### src/rtl/clkdiv_pkg.sv
// Shared types and helpers for the multi-channel clock divider.
package clkdiv_pkg;

    typedef enum logic [1:0] {
        IDLE       = 2'd0,
        PHASE_WAIT = 2'd1,
        RUN        = 2'd2
    } ch_state_t;

    // Smallest divide ratio that still yields a real high and low phase.
    localparam int unsigned DIV_MIN = 2;

    // High-phase length: ceil(D/2), so odd ratios get the extra cycle high.
    function automatic int unsigned half_up(input int unsigned d);
        return (d + 1) >> 1;
    endfunction

endpackage

### src/rtl/clkdiv_ch.sv
// One divider channel: load/phase-wait/run FSM with fully registered outputs.
module clkdiv_ch
    import clkdiv_pkg::*;
#(
    parameter int DIV_W = 8
)
(
    input  logic             iclk,
    input  logic             irst_n,
    input  logic             ch_en,
    input  logic [DIV_W-1:0] div_cfg,
    input  logic [DIV_W-1:0] phase_cfg,
    input  logic             sync,
    output logic             oclk,
    output logic             tick,
    output logic             active,
    output logic             cfg_err
);

    ch_state_t        state, state_d;
    logic [DIV_W-1:0] cnt, cnt_d;
    logic [DIV_W-1:0] dlat, dlat_d;
    logic [DIV_W-1:0] plat, plat_d;
    logic             err_d, oclk_d, tick_d, active_d;
    logic             cfg_ok;

    assign cfg_ok = 32'(div_cfg) >= DIV_MIN;

    // Next-state logic; outputs are derived from the next state/count so that
    // the registered oclk already reflects the count it will accompany.
    always_comb begin
        state_d = state;
        cnt_d   = cnt;
        dlat_d  = dlat;
        plat_d  = plat;
        err_d   = cfg_err;
        if (sync || state == IDLE) begin
            // sync treats every channel as freshly idle, truncating if needed
            cnt_d = '0;
            if (ch_en && cfg_ok) begin
                dlat_d  = div_cfg;
                plat_d  = phase_cfg;
                err_d   = 1'b0;
                state_d = (phase_cfg == '0) ? RUN : PHASE_WAIT;
            end else begin
                state_d = IDLE;
                if (ch_en) begin
                    err_d = 1'b1;
                end
            end
        end else if (state == PHASE_WAIT) begin
            if (cnt == plat - DIV_W'(1)) begin
                state_d = RUN;
                cnt_d   = '0;
            end else begin
                cnt_d = cnt + DIV_W'(1);
            end
        end else begin
            if (cnt == dlat - DIV_W'(1)) begin
                // period boundary: the only place enable/ratio changes land
                cnt_d = '0;
                if (!ch_en) begin
                    state_d = IDLE;
                end else if (cfg_ok) begin
                    dlat_d = div_cfg;
                    err_d  = 1'b0;
                end else begin
                    err_d = 1'b1;
                end
            end else begin
                cnt_d = cnt + DIV_W'(1);
            end
        end
        oclk_d   = (state_d == RUN) && (32'(cnt_d) < half_up(32'(dlat_d)));
        tick_d   = oclk_d && (cnt_d == '0);
        active_d = (state_d != IDLE);
    end

    // State, counter, latched config and all outputs register on iclk.
    always_ff @(posedge iclk or negedge irst_n) begin
        if (!irst_n) begin
            state   <= IDLE;
            cnt     <= '0;
            dlat    <= '0;
            plat    <= '0;
            cfg_err <= 1'b0;
            oclk    <= 1'b0;
            tick    <= 1'b0;
            active  <= 1'b0;
        end else begin
            state   <= state_d;
            cnt     <= cnt_d;
            dlat    <= dlat_d;
            plat    <= plat_d;
            cfg_err <= err_d;
            oclk    <= oclk_d;
            tick    <= tick_d;
            active  <= active_d;
        end
    end

endmodule

### src/rtl/clkdiv_multi.sv
// N_CH independent divided clocks from iclk, sharing reset and a common sync.
module clkdiv_multi #(
    parameter int N_CH  = 4,
    parameter int DIV_W = 8
)
(
    input  logic                  iclk,
    input  logic                  irst_n,
    input  logic [N_CH-1:0]       ch_en,
    input  logic [N_CH*DIV_W-1:0] div_cfg,
    input  logic [N_CH*DIV_W-1:0] phase_cfg,
    input  logic                  sync,
    output logic [N_CH-1:0]       oclk,
    output logic [N_CH-1:0]       tick,
    output logic [N_CH-1:0]       active,
    output logic [N_CH-1:0]       cfg_err
);

    for (genvar n = 0; n < N_CH; n++) begin : g_ch
        clkdiv_ch #(
            .DIV_W (DIV_W)
        ) u_ch (
            .iclk      (iclk),
            .irst_n    (irst_n),
            .ch_en     (ch_en[n]),
            .div_cfg   (div_cfg[n*DIV_W +: DIV_W]),
            .phase_cfg (phase_cfg[n*DIV_W +: DIV_W]),
            .sync      (sync),
            .oclk      (oclk[n]),
            .tick      (tick[n]),
            .active    (active[n]),
            .cfg_err   (cfg_err[n])
        );
    end

endmodule

### config.mk
export PLATFORM = sky130hd
export DESIGN_NAME = clkdiv_multi
export DESIGN_NICKNAME = d
export VERILOG_FILES = /design/src/rtl/clkdiv_pkg.sv /design/src/rtl/clkdiv_ch.sv /design/src/rtl/clkdiv_multi.sv
export SDC_FILE = /design/constraint.sdc
export NUM_CORES = 1
export LEC_CHECK = 0
export CORE_ASPECT_RATIO = 1.5
export CORE_MARGIN = 4
export CORE_UTILIZATION = 50
export CTS_BUF_LIST = sky130_fd_sc_hd__clkbuf_8
export CTS_CLUSTER_SIZE = 25
export DETAILED_ROUTE_END_ITERATION = 10
export DONT_BUFFER_PORTS = 1
export PLACE_DENSITY = 0.77
export SLEW_MARGIN = 10
export SYNTH_ARGS = -nofsm -noshare
export SYNTH_HDL_FRONTEND = slang
export SYNTH_HIERARCHICAL = 1
export SYNTH_SLANG_ARGS = --single-unit
### constraint.sdc
create_clock -name iclk -period 8.05 [get_ports iclk]
set_input_delay 0.805 -clock iclk [delete_from_list [all_inputs] [get_ports iclk]]
set_output_delay 0.805 -clock iclk [all_outputs]
set_load 0.05 [all_outputs]
-- After elaboration in Yosys (flattened, before gate mapping)
Index checks and enable logic that the tools add are counted.
- add/subtract/negate cells: 16
- magnitude comparators: 8
- equal/unequal tests: 20
- muxes and demuxes: 96
- reductions and logical operators: 52
- operator list (operator ; count):
    8-bit two-way mux ; 40
    8-bit by 31-bit less-than comparator with 1-bit output ; 4
    8-bit == test ; 8
    8-bit logical NOT ; 8
    8-bit by 1-bit subtractor with 8-bit output, second input constant ; 8
    2-bit two-way mux ; 28
    8-bit by 1-bit adder with 9-bit output, second input constant ; 4
    8-bit by 1-bit adder with 8-bit output, second input constant ; 4
    8-bit by 2-bit greater-or-equal comparator with 1-bit output, second input constant ; 4
    2-bit nonzero test ; 16
    1-bit two-way mux ; 28
    4-bit AND reduction ; 4
    1-bit logical AND ; 12
    2-bit by 1-bit == test with 1-bit output, second input constant ; 4
    2-bit == test, second input constant ; 4
    2-bit logical NOT ; 4
    2-bit by 1-bit inequality test with 1-bit output, second input constant ; 4
    2-bit AND reduction ; 4
    1-bit logical OR ; 4
- register bits: 120
- logic and storage cells: 224

-- Longest topological paths before layout
Gate-level depths: netlist (run 1).
- depth after elaboration: 10
- mapped depth: 24
- depth with buffers taken out: 21

-- Modules after synthesis
The synthesis (run 1) kept the hierarchy.
- modules (own cells, without submodules) (module ; instances ; cells an instance ; area an instance (sq um) ; sequential area each (sq um)):
    clkdiv_ch (g_ch[0].u_ch ...) ; 3 ; 254 ; 2279.7 ; 750.7
    clkdiv_ch (g_ch[3].u_ch) ; 1 ; 260 ; 2253.4 ; 750.7

-- Worst setup path after synthesis (run 1)
OpenSTA, ideal clock, no wires.
- path type: input -> register
- from: in div_cfg[4]
- to: reg g_ch[0].u_ch.tick
- arrival time: 4.500 ns
- data required time: 7.963 ns
- path slack: 3.463 ns
- cell stages on the path: 20
- buffers on the path: 3
- path through: or4_1 -> o41ai_2 -> nor2b_1 -> buf_6 -> a41o_1 -> buf_6 -> buf_6 -> o21ai_0 -> ha_1 -> nand3_1 -> nor3_1 -> a21oi_1 -> xnor2_1 -> ha_1 -> a21o_1 -> a21o_1 -> a21oi_1 -> o21ai_0 -> or3_1 -> a211oi_2
- word-level cells in the longest chain between the ends: 10
- elaborated cells between the ends (all ways): 15
- classes of those cells: add/sub: 1; order compare: 2; eq/ne: 1; mux: 8; reduce/logical: 3
- RTL lines (item ; line ; RTL):
    from (decl) ; clkdiv_multi.sv:10 ; input logic [N_CH*DIV_W-1:0] div_cfg,
    8-bit by 2-bit greater-or-equal comparator with 1-bit output (*) ; clkdiv_ch.sv:27 ; assign cfg_ok = 32'(div_cfg) >= DIV_MIN;
    8-bit two-way mux ; clkdiv_ch.sv:64 ; end else if (cfg_ok) begin
    8-bit two-way mux ; clkdiv_ch.sv:62 ; if (!ch_en) begin
    8-bit two-way mux ; clkdiv_ch.sv:59 ; if (cnt == dlat - DIV_W'(1)) begin
    8-bit two-way mux ; clkdiv_ch.sv:51 ; end else if (state == PHASE_WAIT) begin
    8-bit two-way mux (*) ; clkdiv_ch.sv:37 ; if (sync || state == IDLE) begin
    named net g_ch[0].u_ch.dlat_d[0] ; clkdiv_ch.sv:22 ; logic [DIV_W-1:0] dlat, dlat_d;
    8-bit by 1-bit adder with 9-bit output (*) ; clkdiv_pkg.sv:15 ; return (d + 1) >> 1;
    8-bit by 31-bit less-than comparator with 1-bit output (*) ; clkdiv_ch.sv:74 ; oclk_d = (state_d == RUN) && (32'(cnt_d) < half_up(32'(dlat_d)));
    1-bit logical AND (*) ; clkdiv_ch.sv:74 ;
    1-bit logical AND (*) ; clkdiv_ch.sv:75 ; tick_d = oclk_d && (cnt_d == '0);
    named net g_ch[0].u_ch.tick_d ; clkdiv_ch.sv:24 ; logic err_d, oclk_d, tick_d, active_d;
    to (signal assigned) ; clkdiv_ch.sv:97 ; tick <= tick_d;
    to (decl) ; clkdiv_ch.sv:15 ; output logic tick,
The timed path passes the listed nets; every way through them passes the cells marked *.
A chain may end at the register's enable or synchronous reset.

-- Worst setup path in the final report (run 1)
- from: reg g_ch[0].u_ch.dlat[0]
- to: reg g_ch[0].u_ch.tick
- word-level cells in the longest chain between the ends: 9
- elaborated cells between the ends (all ways): 20
- classes of those cells: add/sub: 2; order compare: 1; eq/ne: 2; mux: 12; reduce/logical: 3
- RTL lines (item ; line ; RTL):
    from (decl) ; clkdiv_ch.sv:22 ;
    from (signal assigned) ; clkdiv_ch.sv:93 ; dlat <= dlat_d;
    8-bit by 1-bit subtractor with 8-bit output or 8-bit two-way mux (tied branches) ; clkdiv_ch.sv:59, clkdiv_ch.sv:64 ;
    8-bit == test or 8-bit two-way mux (tied branches) ; clkdiv_ch.sv:59, clkdiv_ch.sv:62 ;
    8-bit two-way mux ; clkdiv_ch.sv:59 ;
    8-bit two-way mux ; clkdiv_ch.sv:51 ;
    8-bit two-way mux (*) ; clkdiv_ch.sv:37 ;
    named net g_ch[0].u_ch.dlat_d[0] ; clkdiv_ch.sv:22 ;
    8-bit by 1-bit adder with 9-bit output (*) ; clkdiv_pkg.sv:15 ;
    8-bit by 31-bit less-than comparator with 1-bit output (*) ; clkdiv_ch.sv:74 ;
    1-bit logical AND (*) ; clkdiv_ch.sv:74 ;
    1-bit logical AND (*) ; clkdiv_ch.sv:75 ;
    named net g_ch[0].u_ch.tick_d ; clkdiv_ch.sv:24 ;
Marked as above.

==> reports/results.tsv, run 1 <==
stage	metric	value	unit
run_status	status	completed	
detailed_routing	vias	7395	
yosys	netlist_instances	1022	
layout	drive_above_1_share	10.0	%
yosys	synth-seq-cells	120	
cts	cts_resized	0	
global_route	grt_overflow	0	
yosys	synth_top_flop_cell	dfrtp_1	
power	p_total	1.79	mW
yosys	ys_seq_area_share	33.0	%
die	dieWidth	118	um
die	coreArea	0.0179	mm^2
die	io_pins	87	
power	leakage	4.10	nW
timing	tightest_slew	0.865	ns
power	power.density	189	mW/mm^2
layout	final_cell_mix	120 x dfrtp_1, 89 x nor2_1, 86 x nand2_1	
worst_setup_path	path_class	reg2reg	
power	ir_drop	0.0940	mV
cts	cts_tree	yes	
yosys	synthArstFlopShare	100	%
die	start_util	50.7	%
timing	clock_skew	0.0129	ns
cts	clock-sinks	120	
worst_setup_path	crit_required	8.40	ns
timing	finalMaxSlewViolations	0	
worst_setup_path	cp-start-kind	register	
global_route	grt_usage	21.1	%
worst_hold_path	hold_path_class	in2async	
global_route	antenna_found_initial	0	
detailed_routing	ant_nets	0	
place	dpl-instance-area	0.00910	mm^2
timing	max_freq	198	MHz
detailed_routing	dr.pass1.iters	5	
timing	grt_setup_unrepaired	no	
timing	relSlewSlack	42.2	%
yosys	synth_cell_types	70	
cts	cts_root_buffer	clkbuf_8	
yosys	ys_warn_count	6	
worst_setup_path	setup.worst_path.end_class	register	
cts	cts_buffers	17	
cts	clkTransAtPathRegs	0.08	ns
detailed_routing	wire_per_inst	17.5	um
job	max_cap_viol_count	0	
timing	hold_viol	0	
worst_setup_path	crit_arrival	5.41	ns
cts	cts_setup_buffers	0	
global_route	grt_max_degree	121	
die	dieArea	0.0205	mm^2
cts	htreeDepth	4	
place	gp_congestion	0.866	
timing	setup_tns	0	ns
timing	whs	0.0487	ns
timing	finalSetupViolations	0	
detailed_routing	drc	0	
place	io_buffers	0	
layout	fin_area	0.00946	mm^2
timing	fin_crit_sh	62.8	%
die	dieHeight	173	um
yosys	avgSynthCellArea	8.90	um^2
layout	fill_cells	1635	
detailed_routing	dr.first_iter.drc_count	313	
die	floorplan.rows	60	
global_route	grt_pass1_wl	35800	um
layout	nNetsFinal	1111	
place	dp.cells	1194	
detailed_routing	totalWireLength	21500	um
cts	clkLatencyLatePin	0.44	ns
layout	mostFrequentLayoutCell	dfrtp_1	
yosys	synth_area	0.00909	mm^2
yosys	syn-num-nets	1137	
layout	finalNonFillerCells	1226	
detailed_routing	vias_per_cell	6.03	
place	dp_slack	2.80	ns
cts	holdBufCountCts	0	
timing	layout_min_cycle_time	5.06	ns
timing	fin_ws	2.99	ns
cts	cts_buffer_depth	2	
global_route	grt_pass1_vias	7296	
yosys	synth_enable_flop_cells	0	
layout	area_growth	4.09	%
layout	final_core_util	52.7	%
layout	diodes	0	
worst_setup_path	crit_path_max_fanout	21	
place	hpwl	16400	um
-- Yosys cell counts, types with 4 or more instances --
master | instances | area share [%]
a21oi_1 | 24 | 1.3
a22oi_1 | 6 | 0.50
nor3_1 | 27 | 1.5
a41oi_1 | 6 | 0.58
clkbuf_1 | 18 | 0.74
or3_1 | 9 | 0.62
o31ai_1 | 7 | 0.58
mux2_4 | 7 | 1.2
inv_1 | 49 | 2.0
nor4_1 | 26 | 1.8
a21o_1 | 13 | 1.1
xnor2_1 | 72 | 6.9
nand4_1 | 10 | 0.69
o21ai_0 | 47 | 2.6
xor2_1 | 59 | 5.7
and2_1 | 11 | 0.76
mux2_2 | 30 | 3.7
nand4b_1 | 4 | 0.39
nand2_1 | 86 | 3.6
nor2b_1 | 12 | 0.83
or4_1 | 8 | 0.66
ha_1 | 44 | 6.1
or2_2 | 10 | 0.69
nand2b_1 | 28 | 1.9
nand3_1 | 45 | 2.5
o21ai_1 | 4 | 0.22
buf_6 | 10 | 1.2
buf_2 | 17 | 0.94
and3_1 | 8 | 0.55
nand3b_1 | 13 | 1.1
nor2_1 | 89 | 3.7
a2111oi_2 | 5 | 0.83
a31oi_1 | 4 | 0.28
dfrtp_1 | 120 | 33
o211ai_1 | 8 | 0.66
mux2i_1 | 8 | 0.88
a2bb2oi_1 | 4 | 0.39
nor3b_1 | 10 | 0.83
-- where the power goes --
part           total, mW  switching (mW)  leakage, nW  internal [mW]
Combinational      0.481           0.253         2.38          0.228
Clock              0.523           0.249        0.207          0.274
Sequential         0.788           0.119         1.51          0.669
-- worst max-delay path, cell delays in order, from the launching register on --
cell,delay (ns)
dfrtp_1,0.47
inv_1,0.09
ha_1,0.33
xor2_1,0.15
o211ai_1,0.12
a2111oi_2,0.55
a41o_1,0.73
o21ai_0,0.29
ha_1,0.34
nand3_1,0.11
nor3_1,0.05
a21oi_1,0.22
xnor2_1,0.16
ha_1,0.27
a21o_1,0.16
a21o_1,0.17
a21oi_1,0.13
o21ai_0,0.09
or3_1,0.35
a211oi_2,0.20
-- layer usage --
metal	routed length, um	global-route usage [%]	vias up
met5	0	0	-
met4	502	7.87	0
met3	1110	5.04	40
met2	11500	39.1	194
met1	8430	23.1	3588
li1	-	-	3573
-- registers in the layout, indices dropped and copies added, names as in the netlist --
| name | count |
|---|---|
| g_ch.u_ch/oclk | 4 |
| g_ch.u_ch/tick | 4 |
| g_ch.u_ch/dlat | 32 |
| g_ch.u_ch/plat | 32 |
| g_ch.u_ch/cfg_err | 4 |
| g_ch.u_ch/active | 4 |
| g_ch.u_ch/cnt | 32 |
| g_ch.u_ch/state | 8 |
-- logic make-up after synthesis --
kind of cell    Yosys count  share of synthesized area, %
fa+ha+maj                44                          6.05
flops                   120                          33.0
xor+xnor                131                          12.6
buf+inv                  94                          4.94
mux                      45                          5.75
simple gates            414                          23.7
compound gates          174                          13.9
-- worst paths after layout --
kind	from	endpoint	slack [ns]	depth (start not counted)
setup / recovery	g_ch[0].u_ch/dlat[0]	g_ch[0].u_ch/tick	2.99	19
hold / removal	irst_n	g_ch[0].u_ch/dlat[2]	0.05	0
setup reg to reg	g_ch[0].u_ch/dlat[0]	g_ch[0].u_ch/tick	2.99	19
hold reg to reg	g_ch[3].u_ch/plat[7]	g_ch[3].u_ch/plat[7]	0.51	2
max in group asynchronous	irst_n	g_ch[2].u_ch/cnt[1]	7.72	0
min in group iclk	sync	g_ch[3].u_ch/cnt[0]	0.46	1
-- cell type report --
| class | count | area, um^2 | area share, % |
|---|---|---|---|
| inverter | 49 | 184 | 1.94 |
| clock inverter | 14 | 118 | 1.24 |
| sequential | 120 | 3000 | 31.7 |
| clock buffer | 18 | 248 | 2.62 |
| tap | 217 | 272 | 2.87 |
| multi-input combinational | 808 | 5640 | 59.6 |
No activity file was read; power rests on OpenSTA's default activity.
==> inputs of run 2 (changes only) <==
--- a/config.mk
+++ b/config.mk
@@ -5,6 +5,7 @@
 export SDC_FILE = /design/constraint.sdc
 export NUM_CORES = 1
 export LEC_CHECK = 0
+export ABC_AREA = 1
 export CORE_ASPECT_RATIO = 1.5
 export CORE_MARGIN = 4
 export CORE_UTILIZATION = 50
==> constraint.sdc (replaced) <==
create_clock -name iclk -period 5.1 [get_ports iclk]
set_input_delay 0.51 -clock iclk [delete_from_list [all_inputs] [get_ports iclk]]
set_output_delay 0.51 -clock iclk [all_outputs]
set_load 0.05 [all_outputs]
==> reports/results.tsv, run 2 <==
stage	metric	value	unit
die	start_util	50.6	%
place	hpwl	18300	um
worst_setup_path	r2r_setup_slack	1.55	ns
yosys	synth_area	0.00935	mm^2
timing	layout_min_cycle_time	3.55	ns
timing	max_freq	282	MHz
worst_setup_path	path_cells	inv_2 > ha_1 > xor2_1 > nand3_1 > nor2_1 > nand2_1 > nor2_2 > nand2_2 > nor2_4 > nand2_4 > nand2_4 > o21ai_2 > inv_1 > ha_1 > inv_1 > nor2_2 > nand4_1 > ha_1 > a21oi_1 > o21a_1 > nand2_1 > nor2_1 > nand2_1 > nor2_1	
timing	clock_skew	0.0148	ns
place	io_buffers	0	
detailed_routing	dr.pass1.iters	5	
yosys	synthMuxAreaShare	0	%
worst_setup_path	crit_path_max_incr_delay	0.44	ns
detailed_routing	totalWireLength	23000	um
power	intPower	1.83	mW
worst_setup_path	crit_required	5.47	ns
layout	final_cell_mix	488 x nand2_1, 174 x inv_1, 138 x nor2_1	
yosys	synth_enable_flop_cells	0	
timing	whs	-0.0246	ns
cts	clkLatencyLatePin	0.44	ns
yosys	synth_cell_types	38	
layout	finalNonFillerCells	1669	
power	ir_drop	0.205	mV
layout	mostFrequentLayoutCell	nand2_1	
yosys	synthArstFlopShare	100	%
yosys	ys_warn_count	6	
cts	cts_setup_buffers	0	
yosys	synth_fa_ha_area_share	5.89	%
yosys	synth_top_family_by_area	simple AND/OR/NAND/NOR gates	
worst_setup_path	worstReg2RegEnd	g_ch[3].u_ch/tick	
power	p_clk_share	27.4	%
layout	drive_above_1_share	9.17	%
yosys	synth_top_flop_cell	dfrtp_1	
detailed_routing	drc	0	
worst_setup_path	r2r_start	g_ch[3].u_ch/dlat[0]	
power	comb_power_share	32.7	%
cts	clock-sinks	120	
worst_setup_path	cp-start-kind	register	
global_route	grt_pass1_wl	38700	um
yosys	synth_simple_gate_area_share	42.0	%
layout	nNetsFinal	1520	
power	leakage	5.32	nW
detailed_routing	vias_per_cell	5.20	
worst_setup_path	crit_path_max_fanout	11	
die	coreArea	0.0185	mm^2
place	dp.cells	1637	
layout	final_core_util	54.2	%
power	power.share.sequential	40.0	%
worst_setup_path	path_class	reg2reg	
global_route	grt_usage	22.5	%
timing	finalSetupViolations	0	
detailed_routing	wire_per_inst	13.8	um
layout	reg_top3	g_ch.u_ch/cnt x32, g_ch.u_ch/dlat x32, g_ch.u_ch/plat x32	
yosys	synth_top_area_cell	dfrtp_1	
cts	cts_root_buffer	clkbuf_8	
global_route	grt_max_degree	121	
yosys	synth_xor_area_share	6.56	%
run_status	failed_checks	hold timing	
detailed_routing	vias	8674	
yosys	synth_area_leaders	dfrtp_1 32%, nand2_1 20%, inv_1 6.9%	
cts	cts_buffer_depth	2	
place	gp_congestion	0.947	
cts	clkTransAtPathRegs	0.08	ns
yosys	synth_compound_area_share	5.02	%
layout	diodes	0	
detailed_routing	dr.first_iter.drc_count	462	
yosys	synth-seq-cells	120	
timing	finalMaxSlewViolations	0	
die	dieWidth	120	um
yosys	ys_top_cells_by_count	488 x nand2_1, 172 x inv_1, 138 x nor2_1	
timing	fin_crit_sh	69.6	%
job	max_cap_viol_count	0	
global_route	antenna_found_initial	0	
die	io_pins	87	
power	sw_frac_of_total	39.6	%
die	floorplan.rows	61	
timing	hold_viol	3	
yosys	ys_seq_area_share	32.1	%
worst_hold_path	hold_path_class	in2async	
timing	grt_setup_unrepaired	no	
power	power.density	302	mW/mm^2
layout	area_growth	7.01	%
die	dieHeight	175	um
cts	cts_buffers	17	
yosys	netlist_instances	1394	
yosys	avgSynthCellArea	6.71	um^2
global_route	grt_overflow	0	
detailed_routing	ant_nets	0	
timing	setup_tns	0	ns
die	dieArea	0.0210	mm^2
worst_setup_path	worstRegToRegCells	24	
cts	htreeDepth	4	
timing	relSlewSlack	50.2	%
worst_setup_path	cpMaxStageDelayCell	dfrtp_1	
power	p_total	3.03	mW
run_status	status	finished with violations	
power	switchingPower	1.20	mW
cts	cts_tree	yes	
worst_setup_path	crit_arrival	3.92	ns
yosys	syn-num-nets	1509	
yosys	yosysTopAreaCellShare	32.1	%
timing	tightest_slew	0.747	ns
global_route	grt_pass1_vias	8781	
yosys	yosys.cell_count.top_type	nand2_1	
worst_setup_path	setup.worst_path.end_class	register	
==> run 2: cell types whose count changed after synthesis, moves of 20 or more <==
cell      change
nor2_1       +49
nand2_2      +34
o21ai_0      -21
inv_1       +123
nand2_1     +402
xnor2_1      -43
nand3_1      +69
mux2_2       -30
nor2_2       +20
nand2b_1     -28
==> run 2: logic make-up after synthesis <==
| logic type | after synthesis |
|---|---|
| AOI/OAI and AO/OA | 81 |
| DFF | 120 |
| adders and majority gates | 44 |
| and+or+nand+nor | 880 |
| buffers and inverters | 199 |
| xor gates and xnor gates | 70 |
==> run 2: cell type report <==
cell class                      count  area (um^2)
Clock buffer                       17          234
Clock inverter                     14          138
Fill cell                        1857         8470
Inverter                          189          724
Multi-Input combinational cell   1075         5560
Sequential cell                   120         3000
Tap cell                          252          315
Timing Repair Buffer                2         35.0
==> run 2: metal layers <==
metal / vias up / part of all wire, % / global-route usage, %
li1: 4397 / - / -
met1: 3989 / 38 / 23.0
met4: 0 / 4.8 / 11.8
met5: - / 0 / 0
met2: 212 / 52 / 42.1
met3: 76 / 4.9 / 5.22
==> run 2: worst max-delay path: cells and delay by family (launching register included) <==
| family | cells | cell delay [ns] |
|---|---|---|
| AO/OA/AOI/OAI | 3 | 0.36 |
| XOR/XNOR | 1 | 0.15 |
| adder cells (fa/ha/maj) | 3 | 0.85 |
| buffers and inverters | 3 | 0.28 |
| flip-flops | 1 | 0.44 |
| AND/OR/NAND/NOR | 14 | 1.37 |
==> run 2: power groups by stage <==
stage	logic [mW]	clock network [mW]	registers, mW
2_1_floorplan	0.790	0	1.19
3_3_place_gp	0.933	0	1.22
3_5_place_dp	0.961	0	1.22
4_1_cts	0.993	0.846	1.21
5_1_grt	1.14	0.888	1.22
6_report	0.989	0.828	1.21
==> run 2: worst max path at each step <==
| stage | slack (ns) | endpoint | from |
|---|---|---|---|
| floorplan | 1.97 | g_ch[3].u_ch/tick | g_ch[3].u_ch/dlat[0] |
| global placement | 1.59 | g_ch[3].u_ch/tick | div_cfg[28] |
| detailed placement | 1.56 | g_ch[3].u_ch/tick | div_cfg[28] |
| CTS | 1.55 | g_ch[3].u_ch/tick | g_ch[3].u_ch/dlat[0] |
| global route | 1.11 | g_ch[3].u_ch/tick | g_ch[3].u_ch/dlat[0] |
| finish | 1.55 | g_ch[3].u_ch/tick | g_ch[3].u_ch/dlat[0] |
==> run 2: timing repair <==
action | CTS | global route
endpoints found under the hold margin | 120 | 0
gates resized for setup | 0 | 0
hold buffers | 1 | 0
==> run 2: per-stage QoR <==
| stage | setup WS, ns | instance area, um^2 |
|---|---|---|
| floorplan | 1.97 | 9350 |
| global placement | 1.59 | 9610 |
| detailed placement | 1.56 | 9610 |
| CTS | 1.55 | 10000 |
| global route | 1.11 | 10000 |
| finish | 1.55 | 10000 |
==> inputs of run 3 (changes only) <==
==> constraint.sdc (replaced) <==
create_clock -name iclk -period 3.7 [get_ports iclk]
set_input_delay 0.37 -clock iclk [delete_from_list [all_inputs] [get_ports iclk]]
set_output_delay 0.37 -clock iclk [all_outputs]
set_load 0.05 [all_outputs]
==> reports/results.tsv, run 3 (synthesis gave the netlist of run 2 again) <==
stage	metric	value	unit
run_status	status	completed	
worst_setup_path	worstReg2RegEnd	g_ch[3].u_ch/tick	
worst_setup_path	crit_end	g_ch[3].u_ch/tick	
power	ir_drop	0.209	mV
worst_hold_path	min-delay-start	phase_cfg[7]	
global_route	grt_overflow	0	
worst_setup_path	cp-start-kind	register	
timing	finalSetupViolations	0	
layout	mostFrequentLayoutCell	nand2_1	
power	power.share.sequential	39.1	%
layout	drive_above_1_share	11.9	%
detailed_routing	wire_per_inst	13.6	um
timing	tightest_slew	0.697	ns
worst_setup_path	setup.worst_path.end_class	register	
die	coreArea	0.0185	mm^2
die	dieHeight	175	um
layout	reg_top3	g_ch.u_ch/cnt x32, g_ch.u_ch/dlat x32, g_ch.u_ch/plat x32	
global_route	grt_pass1_wl	38800	um
cts	cts_root_buffer	clkbuf_8	
die	start_util	50.6	%
global_route	grt_usage	22.7	%
worst_setup_path	r2r_setup_slack	0.25	ns
timing	fin_ws	0.251	ns
power	power.density	414	mW/mm^2
timing	hold_viol	0	
detailed_routing	vias_per_cell	5.14	
timing	finalMaxSlewViolations	0	
power	intPower	2.58	mW
timing	whs	0.0296	ns
worst_setup_path	crit_required	4.08	ns
detailed_routing	drc	0	
worst_setup_path	crit_start	g_ch[3].u_ch/dlat[0]	
detailed_routing	dr.first_iter.drc_count	486	
power	comb_power_share	33.5	%
worst_setup_path	worstRegToRegCells	25	
die	floorplan.rows	61	
timing	max_freq	290	MHz
worst_setup_path	crit_arrival	3.83	ns
power	sw_frac_of_total	39.4	%
detailed_routing	vias	8692	
layout	area_growth	10.1	%
place	io_buffers	0	
cts	htreeDepth	4	
detailed_routing	dr.pass1.iters	5	
cts	cts_buffer_depth	2	
detailed_routing	wl_met2	12100	um
die	dieArea	0.0210	mm^2
power	p_total	4.26	mW
timing	layout_min_cycle_time	3.45	ns
cts	clock-sinks	120	
die	dieWidth	120	um
die	io_pins	87	
layout	diodes	0	
detailed_routing	dr_wl_met3	1100	um
worst_hold_path	hold_path_class	in2reg	
power	p_clk_share	27.4	%
cts	clkLatencyLatePin	0.45	ns
detailed_routing	wl_met1	8850	um
detailed_routing	ant_nets	0	
timing	fin_crit_sh	93.2	%
cts	cts_buffers	17	
detailed_routing	totalWireLength	23000	um
timing	relSlewSlack	53.0	%
layout	final_cell_mix	485 x nand2_1, 169 x inv_1, 134 x nor2_1	
worst_setup_path	r2r_start	g_ch[3].u_ch/dlat[0]	
place	dp_slack	0.0573	ns
power	leakage	5.42	nW
place	gp_congestion	0.923	
global_route	grt_pass1_vias	8632	
cts	cts_tree	yes	
place	hpwl	18000	um
global_route	grt_max_degree	121	
layout	fill_cells	1785	
worst_setup_path	crit_path_max_fanout	8	
global_route	antenna_found_initial	0	
job	max_cap_viol_count	0	
worst_setup_path	path_class	reg2reg	
power	switchingPower	1.68	mW
layout	nNetsFinal	1542	
detailed_routing	top_layer_used	met4	
cts	clkTransAtPathRegs	0.07	ns
timing	clock_skew	0.0127	ns
[run 3: cell types whose count changed in the layout (fill, tap and decap cells not counted), moves of 3 or more]
cell | before | now
buf_4 | 1 | 20
ha_2 | 0 | 3
inv_2 | 8 | 12
ha_1 | 44 | 38
inv_1 | 174 | 169
ha_4 | 0 | 3
nand2_1 | 488 | 485
nor2_1 | 138 | 134
[run 3: worst max-delay path, stage by stage (launching register included)]
cell	delay [ns]
dfrtp_2	0.44
inv_2	0.10
ha_4	0.14
nand2_1	0.06
nor2_2	0.11
nand2_1	0.08
xor2_1	0.14
inv_1	0.07
nor2_2	0.04
nand2_2	0.10
nor2_4	0.06
nand2_4	0.13
nand2_8	0.08
buf_6	0.14
buf_4	0.13
o21ai_4	0.22
nand2_2	0.12
nor2_4	0.12
nand4_1	0.08
ha_1	0.35
a21oi_2	0.15
o21a_1	0.13
nand2_1	0.05
nor2_1	0.13
nand2_1	0.08
nor2_1	0.11
[run 3: metal layers]
metal / vias up / global-route usage, %
met4: 0 / 11.1
met1: 3994 / 23.6
met2: 194 / 42.5
li1: 4433 / -
met3: 71 / 5.19
met5: - / 0
[run 3: worst min path at each step]
stage / cells after the start / slack, ns / end
6_report: 2 / 0.03 / g_ch[0].u_ch/plat[7]
5_1_grt: 2 / 0.006 / g_ch[1].u_ch/plat[6]
4_1_cts: 2 / 0.002 / g_ch[0].u_ch/plat[7]
3_5_place_dp: 0 / 0.08 / g_ch[2].u_ch/dlat[1]
3_3_place_gp: 0 / 0.08 / g_ch[2].u_ch/dlat[2]
2_1_floorplan: 0 / 0.07 / g_ch[0].u_ch/active
[run 3: per-stage QoR]
| stage | TNS [ns] | util (%) | instances | area (um^2) |
|---|---|---|---|---|
| 2_1_floorplan | 0 | - | 1394 | 9350 |
| 3_3_place_gp | 0 | 52.1 | 1640 | 9630 |
| 3_5_place_dp | 0 | 52.1 | 1640 | 9630 |
| 4_1_cts | 0 | 54.5 | 1675 | 10100 |
| 5_1_grt | -0.0172 | 55.7 | 1692 | 10300 |
| 6_report | 0 | 55.7 | 1692 | 10300 |
[run 3: power by group through the flow]
stage / registers [mW] / clock network (mW) / logic, mW
floorplan: 1.64 / 0 / 1.09
global placement: 1.68 / 0 / 1.29
detailed placement: 1.68 / 0 / 1.33
CTS: 1.66 / 1.20 / 1.37
global route: 1.69 / 1.26 / 1.65
finish: 1.66 / 1.17 / 1.43
[run 3: timing repair]
item | 4_1_cts | 5_1_grt
endpoints found under the setup margin | 0 | 6
gates resized for setup | 0 | 29
endpoints found under the hold margin | 121 | 0
hold buffers | 3 | 0
setup buffers | 0 | 17
[run 3: layout make-up]
class / instances / area (um^2) / share of cell area (%)
clock buffers: 18 / 248 / 2.41
repair buffers: 24 / 209 / 2.03
well taps: 252 / 315 / 3.06
flip-flops and latches: 120 / 3000 / 29.2
inverters: 189 / 724 / 7.04
clock inverters: 14 / 134 / 1.30
multi-input cells: 1075 / 5660 / 55.0
